File: config.mk
export PLATFORM = sky130hd
export DESIGN_NAME = gray_ptr_rx_flat
export DESIGN_NICKNAME = d
export VERILOG_FILES = /design/src/rtl/gray_ptr_rx_if.sv /design/src/rtl/gray_ptr_rx.sv /design/src/flat_wrapper.sv
export SDC_FILE = /design/constraint.sdc
export NUM_CORES = 1
export LEC_CHECK = 0
export BUFFER_PORTS_ARGS = -buffer_cell sky130_fd_sc_hd__buf_2
export CORE_ASPECT_RATIO = 1.5
export CORE_MARGIN = 8
export CORE_UTILIZATION = 58
export CTS_CLUSTER_DIAMETER = 50
export DETAILED_ROUTE_END_ITERATION = 8
export GPL_ROUTABILITY_DRIVEN = 0
export PLACE_DENSITY = 0.82
export SYNTH_ARGS = -nofsm -noshare
export SYNTH_HDL_FRONTEND = slang
export SYNTH_SLANG_ARGS = --single-unit
File: constraint.sdc
create_clock -name clk -period 4.7 [get_ports clk]
set_input_delay 0.235 -clock clk [delete_from_list [all_inputs] [get_ports clk]]
set_output_delay 0.235 -clock clk [all_outputs]
set_load 0.01 [all_outputs]
File: src/rtl/gray_ptr_rx_if.sv
// gray_ptr_rx handshake bundle: source-side stimulus and tracked outputs.
// err_clr exists only when GRAY_PTR_RX_ERR_CLR_EN is defined.
interface gray_ptr_rx_if #(
  parameter int DATA_WIDTH = 4
);
  logic                  enable;
  logic [DATA_WIDTH-1:0] gray_in;
  logic [DATA_WIDTH-1:0] bin_out;
  logic [DATA_WIDTH-1:0] delta;
  logic                  bin_valid;
  logic                  step_err;
  logic [7:0]            err_count;
`ifdef GRAY_PTR_RX_ERR_CLR_EN
  logic                  err_clr;

  modport master (
    output enable, gray_in, err_clr,
    input  bin_out, delta, bin_valid,
    input  step_err, err_count
  );

  modport slave (
    input  enable, gray_in, err_clr,
    output bin_out, delta, bin_valid,
    output step_err, err_count
  );
`else
  modport master (
    output enable, gray_in,
    input  bin_out, delta, bin_valid,
    input  step_err, err_count
  );

  modport slave (
    input  enable, gray_in,
    output bin_out, delta, bin_valid,
    output step_err, err_count
  );
`endif
endinterface

File: src/rtl/gray_ptr_rx.sv
// Gray pointer receiver: sync, Gray->binary, delta, step check, lock FSM.
// Optional GRAY_PTR_RX_ERR_CLR_EN adds err_clr to clear err_count.
module gray_ptr_rx #(
  parameter int DATA_WIDTH  = 4,
  parameter int SYNC_STAGES = 2
) (
  input logic          clk,
  input logic          reset_n,
  gray_ptr_rx_if.slave bus
);
  localparam int W  = DATA_WIDTH;
  localparam int CW = $clog2(SYNC_STAGES + 2);
  localparam logic [CW-1:0] INIT_LAST = CW'(SYNC_STAGES);

  typedef enum logic [1:0] {
    INIT   = 2'd0,
    TRACK  = 2'd1,
    RESYNC = 2'd2
  } state_t;

  state_t state, state_nx;
  logic [CW-1:0] cnt, cnt_nx;

  logic [SYNC_STAGES-1:0][W-1:0] sync_q;
  logic [W-1:0] g_s, gray_prev, diff, bin_c;
  logic [W-1:0] bin_q, delta_q;
  logic [7:0]   err_q;
  logic         step_q, err_det, illegal, err_clr;

  assign g_s  = sync_q[SYNC_STAGES-1];
  assign diff = g_s ^ gray_prev;
  // more than one bit set <=> clearing the lowest set bit leaves some
  assign illegal = |(diff & (diff - W'(1)));

`ifdef GRAY_PTR_RX_ERR_CLR_EN
  assign err_clr = bus.err_clr;
`else
  assign err_clr = 1'b0;
`endif

  always_comb begin
    bin_c = '0;
    for (int i = 0; i < W; i++) begin
      bin_c[i] = ^(g_s >> i);
    end
  end

  always_comb begin
    state_nx = state;
    cnt_nx   = cnt;
    err_det  = 1'b0;
    if (!bus.enable) begin
      state_nx = INIT;
      cnt_nx   = '0;
    end else begin
      unique case (state)
        INIT: begin
          if (cnt == INIT_LAST) begin
            state_nx = TRACK;
            cnt_nx   = '0;
          end else begin
            cnt_nx = cnt + CW'(1);
          end
        end
        TRACK: begin
          if (illegal) begin
            err_det  = 1'b1;
            state_nx = RESYNC;
            cnt_nx   = '0;
          end
        end
        RESYNC: begin
          if (cnt == CW'(1)) begin
            state_nx = TRACK;
            cnt_nx   = '0;
          end else begin
            cnt_nx = cnt + CW'(1);
          end
        end
        default: begin
          state_nx = INIT;
          cnt_nx   = '0;
        end
      endcase
    end
  end

  always_ff @(posedge clk or negedge reset_n) begin
    if (!reset_n) begin
      state <= INIT;
      cnt   <= '0;
    end else begin
      state <= state_nx;
      cnt   <= cnt_nx;
    end
  end

  always_ff @(posedge clk or negedge reset_n) begin
    if (!reset_n) begin
      sync_q    <= '0;
      gray_prev <= '0;
      bin_q     <= '0;
      delta_q   <= '0;
      step_q    <= 1'b0;
      err_q     <= '0;
    end else begin
      sync_q    <= {sync_q[SYNC_STAGES-2:0], bus.gray_in};
      gray_prev <= g_s;
      step_q    <= err_det;
      if (bus.enable) begin
        bin_q <= bin_c;
        if (state == TRACK) begin
          delta_q <= bin_c - bin_q;
        end else if (state == INIT) begin
          delta_q <= '0;
        end
      end
      // a clear coinciding with a pulse still counts that pulse
      if (err_clr) begin
        err_q <= {7'd0, step_q};
      end else if (step_q && err_q != 8'hFF) begin
        err_q <= err_q + 8'd1;
      end
    end
  end

  assign bus.bin_out   = bin_q;
  assign bus.delta     = delta_q;
  assign bus.bin_valid = (state == TRACK);
  assign bus.step_err  = step_q;
  assign bus.err_count = err_q;
endmodule

File: src/flat_wrapper.sv
// flat-port wrapper written by rule: the top's interface ports become plain ports
module gray_ptr_rx_flat 
#(
  parameter int DATA_WIDTH  = 4,
  parameter int SYNC_STAGES = 2
)
  (clk, reset_n, bus_enable, bus_gray_in, bus_bin_out, bus_delta, bus_bin_valid, bus_step_err, bus_err_count);
  gray_ptr_rx_if #(.DATA_WIDTH(DATA_WIDTH)) bus_i ();
  input logic clk;
  input logic reset_n;
  input wire logic [$bits(bus_i.enable)-1:0] bus_enable;
  input wire logic [$bits(bus_i.gray_in)-1:0] bus_gray_in;
  output wire logic [$bits(bus_i.bin_out)-1:0] bus_bin_out;
  output wire logic [$bits(bus_i.delta)-1:0] bus_delta;
  output wire logic [$bits(bus_i.bin_valid)-1:0] bus_bin_valid;
  output wire logic [$bits(bus_i.step_err)-1:0] bus_step_err;
  output wire logic [$bits(bus_i.err_count)-1:0] bus_err_count;
  assign bus_i.enable = bus_enable;
  assign bus_i.gray_in = bus_gray_in;
  assign bus_bin_out = bus_i.bin_out;
  assign bus_delta = bus_i.delta;
  assign bus_bin_valid = bus_i.bin_valid;
  assign bus_step_err = bus_i.step_err;
  assign bus_err_count = bus_i.err_count;
  gray_ptr_rx #(.DATA_WIDTH(DATA_WIDTH), .SYNC_STAGES(SYNC_STAGES)) u_core (.clk(clk), .reset_n(reset_n), .bus(bus_i));
endmodule
# After elaboration in Yosys (flattened, before gate mapping)
# Index checks and enable logic that the tools add are counted.
[totals]
output_inout_bits = 18
regBits = 33
elab_cells = 48
input_bits = 7
[classes]
addsub = 4
n_reduce_logical = 10
n_eq_ne = 8
n_bitwise = 2
n_mux = 15
[ops]
columns = ["cell", "count"]
rows = [
  ["$mux W2", 8],
  ["$reduce_xor A4 Y1", 4],
  ["$pmux W2 S3", 2],
  ["$ne A3 B2 Y1 const B", 3],
  ["$add A8 B1 Y8 const B", 1],
  ["$mux W4", 2],
  ["$ne A8 B8 Y1 const B", 1],
  ["$and A4 B4 Y4", 1],
  ["$eq A2 B1 Y1 const B", 2],
  ["$eq A2 B2 Y1 const B", 2],
  ["$reduce_or A4 Y1", 1],
  ["$sub A4 B1 Y4 const B", 1],
  ["$sub A4 B4 Y4", 1],
  ["$xor A4 B4 Y4", 1],
  ["$mux W1", 3],
  ["$reduce_and A3 Y1", 1],
  ["$add A2 B1 Y2 const B", 1],
  ["$logic_not A2 Y1", 1],
  ["$reduce_and A2 Y1", 1],
  ["$reduce_bool A2 Y1", 1],
  ["$logic_and A1 B1 Y1", 1],
]

# Depth between registers and ports, before layout
[depth]
depth_word = 7
mapped_depth = 8
ltp_nobuf = 8

# Worst setup path before layout
# OpenSTA, ideal clock, no wires.
[synth_timing]
kind = "flip-flop to flip-flop"
start = "register u_core.sync_q (netlist bit u_core.g_s[3])"
end = "register u_core.delta_q[3], in the netlist u_core.bus.delta[3]"
path_stages_with_launch = 9
slack_ps = 2538
period_less_slack_ps = 2162
t_required_ps = 4578
arrival_time_ps = 2041
setup_time_ps = 122
cell_sequence = "dfrtp_1 xnor2_1 xnor2_2 xnor2_1 ha_1 nor2b_1 o21a_1 or3_1 a32o_1"
[synth_via]
elab_chain_cells = 3
word_cells_on_any_way = 6
[synth_rtl]
columns = ["item", "line", "text"]
rows = [
  ["start: declaration", "gray_ptr_rx.sv:24", "logic [SYNC_STAGES-1:0][W-1:0] sync_q;"],
  ["start signal: assignment", "gray_ptr_rx.sv:107", "sync_q <= {sync_q[SYNC_STAGES-2:0], bus.gray_in};"],
  ["$reduce_xor A4 Y1", "gray_ptr_rx.sv:44", "bin_c[i] = ^(g_s >> i);"],
  ["named net u_core.bin_c[1]", "gray_ptr_rx.sv:25", "logic [W-1:0] g_s, gray_prev, diff, bin_c;"],
  ["$sub A4 B4 Y4", "gray_ptr_rx.sv:113", "delta_q <= bin_c - bin_q;"],
  ["$mux W4", "gray_ptr_rx.sv:112", "if (state == TRACK) begin"],
  ["end signal: assignment", "gray_ptr_rx.sv:113", ""],
  ["end: declaration", "gray_ptr_rx.sv:26", "logic [W-1:0] bin_q, delta_q;"],
]
# The timed path passes the listed nets, and every way through them passes these cells.
# A chain may end at the register's enable or synchronous reset.

# Worst setup path in the final report
# Ends and elaborated chain as after synthesis.

==> out/results.txt <==
Slew headroom: 52.9%
Worst Hold End: u_core.sync_q[2]
Final Routed Wirelength: 2.54 mm
Power Density: 349 nW/um^2
Total I/O pin count: 25
Vias: 1013
Hold Violations, Final: 0
Largest area contributor in the netlist: dfrtp_1
Clock-pin slew on the worst setup and hold paths: 0.10 ns
FF-to-FF path depth: 8
CP required: 4.92 ns
Ant. Diodes: 0
Clock Skew: 0.0150 ns
P_int: 0.411 mW
Post-CTS Setup Bufs: 0
Chip height: 76.6 um
Clock Latency Late Sink: 0.32 ns
Register share of total power: 56.5%
Top cells by count, synth: 33 x dfrtp_1, 9 x a21oi_1, 8 x nand2_1, 8 x nor2_1
Post-synth EDFFs: 0
CP Cell Sequence: xnor2_1 > xnor2_2 > xnor2_1 > ha_1 > nor2b_1 > o21a_1 > or3_1 > a32o_1
Area delta synth->final: 15.8%
ANT nets after route: 0
CTS tree: done
Crit path top cell by count: xnor2_1
WHS Path Cells: 1
Synthesized area: 1420 um^2
# hold bufs at CTS: 1
Finish-stage setup viols: 0
Ratio of cells with drive above 1 in the final layout: 21.8%
Cells after Synth: 122
Wire per inst: 14.1 um
Fin Setup TNS: 0 ns
Count of pins over their slew limit: 0
Placed insts: 169
CTS Sinks: 33
Setup slack after layout: 2.37 ns
Clock tree buffer depth: 2
Initial Util: 59.3%
Root buf cell: clkbuf_4
Met3 Use GR: 4.33%
Port-buffer cells: 24
Most Used Layer, Global Route: met2
Ys flop type: dfrtp_1
Async set-reset flop share out of synthesis: 100%
Die ar.: 4320 um^2
Seq/Total Area, Yosys: 58.1%
Vias per cell: 5.63
Cell row count: 22
Core ar.: 2390 um^2
Switching power: 0.163 mW
Crit path DAT: 2.55 ns
First-pass GRT wire length: 4.66 mm
Highest ir drop seen on vdd: 0.000326 V
Min Tclk post-route: 2.33 ns
Vias in the first global route: 1085
Largest net degree at the start of global routing: 34
R2R Setup Slk: 2.37 ns
Met2 global-route usage: 23.3%
DR DRC count: 0
Min-Delay Path Class: in -> reg
Slew @ Worst Pin: 0.706 ns
Clock Power Share: 25.2%
Fin crit share: 49.5%
Critical R2R Launch: u_core.g_s[3]
Critical Path Fanout Max: 5
Synthesized Nets: 134
1st-pass router iterations: 4
Die width: 56.4 um
Htree depth: 2
1st-iter DRT viols: 11
Hold_ws: 0.0242 ns
Register bit total from synthesis: 33
Switch share: 28.3%
GRT Residual Overflow: 0
Yosys Warn Count: 0
Finished Layout Cells: 180
Combinational share of power: 18.2%
Slowest cell on crit path: dfrtp_1
HPWL Detailed: 1.99 mm
Initial antenna violation count: 0
WP buf/inv: 0
Hold path startpoint: bus_gray_in[2]
Crit end category: register
Worst setup SP type: register
Crit-path max cell delay: 0.45 ns
Pre-CTS setup slack: 2.35 ns
RSZ-0062 raised after global routing: false
GR Util All Layers: 13.1%
Netlist cell types: 29
Syn Area/Cell: 11.6 um^2
Met1 Usage GRT: 12.9%
Crit-path leading delay family: XOR/XNOR gates
Total CTS buffers: 5
Worst Setup Path Type: reg -> reg
Status: completed
Cells resized by post-CTS repair: 0
Fin util: 68.7%
Synth top area share: 58.1%
Count leader, synth: dfrtp_1
Max Clk Rate: 430 MHz
Max Cap Violations: 0
Nets: 167
Synth area leaders: dfrtp_1 58%, xor2_1 4.3%, ha_1 3.5%
Leak: 0.820 nW
FF-to-FF End: u_core.bus.delta[3]
## stage by stage
stage	cell area, um^2	power, mW
after floorplan	1420	0.397
after CTS	1620	0.582
after global routing	1640	0.612
after global placement	1570	0.425
after detailed placement	1570	0.434
final	1640	0.574
## layout make-up
type | count | area (um^2)
multi-input combinational | 81 | 563
tap | 24 | 30.0
clock buffer | 8 | 48.8
inverter | 7 | 26.3
timing repair buffer | 27 | 150
sequential | 33 | 826
fill | 201 | 751
## power by group through the flow
| stage | combinational, mW | sequential, mW | clock, mW |
|---|---|---|---|
| after floorplan | 0.0656 | 0.331 | 0 |
| after global placement | 0.0975 | 0.328 | 0 |
| after detailed placement | 0.104 | 0.330 | 0 |
| after CTS | 0.105 | 0.325 | 0.152 |
| after global routing | 0.119 | 0.328 | 0.164 |
| final | 0.105 | 0.325 | 0.145 |
## logic make-up after synthesis
group	count (synthesis)	synth area share, %
adders and majority gates	5	4.93
DFF	33	58.1
xor gates and xnor gates	12	7.93
muxes	5	3.79
and+or+nand+nor	34	11.7
buffers and inverters	8	2.20
AOI/OAI and AO/OA	25	11.3
## per-layer routing
metal  part of all wire, %  wire, um
met5                     0         0
met3                   4.6       118
met2                    56      1420
met1                    37       948
met4                   2.2        55
## flip-flops by register name (all words and copies together), names as in the netlist
| signal | count |
|---|---|
| u_core.bus.err_count | 8 |
| u_core.bus.bin_out | 4 |
| u_core.bus.delta | 4 |
| u_core.g_s | 4 |
| u_core.gray_prev | 4 |
| u_core.sync_q | 4 |
| u_core.cnt | 2 |
| u_core.state | 2 |
| u_core.bus.step_err | 1 |
## placed cells by master, fill, tap and decap left out, types with 3 or more instances in the layout
cell type and instances:
dfrtp_1 33, buf_2 24, a21oi_1 9, nor2_1 8, nand2_1 8, inv_1 7
xor2_1 7, clkbuf_4 5, xnor2_1 4, o21ai_0 4, nand2b_1 4, ha_1 4
nand3_1 3, a211oi_1 3, nand4_1 3, mux2_2 3, clkbuf_1 3, dlygate4sd3_1 3
## worst max-delay path by stage
stage,cells past startpoint,from,end
6_report,8,u_core.g_s[3],u_core.bus.delta[3]
5_1_grt,8,u_core.g_s[3],u_core.bus.delta[3]
4_1_cts,8,u_core.g_s[3],u_core.bus.delta[3]
3_5_place_dp,8,u_core.g_s[3],u_core.bus.delta[3]
3_3_place_gp,8,u_core.g_s[3],u_core.bus.delta[3]
2_1_floorplan,8,u_core.g_s[3],u_core.bus.delta[3]
## worst register-to-register path: cells and delay by family, from the launching register on
kind,cells,cell delay (ns)
xor+xnor,3,0.71
simple gates,2,0.42
flops,1,0.45
compound gates,2,0.44
fa+ha+maj,1,0.23
Power figures use the tool's default switching activity.
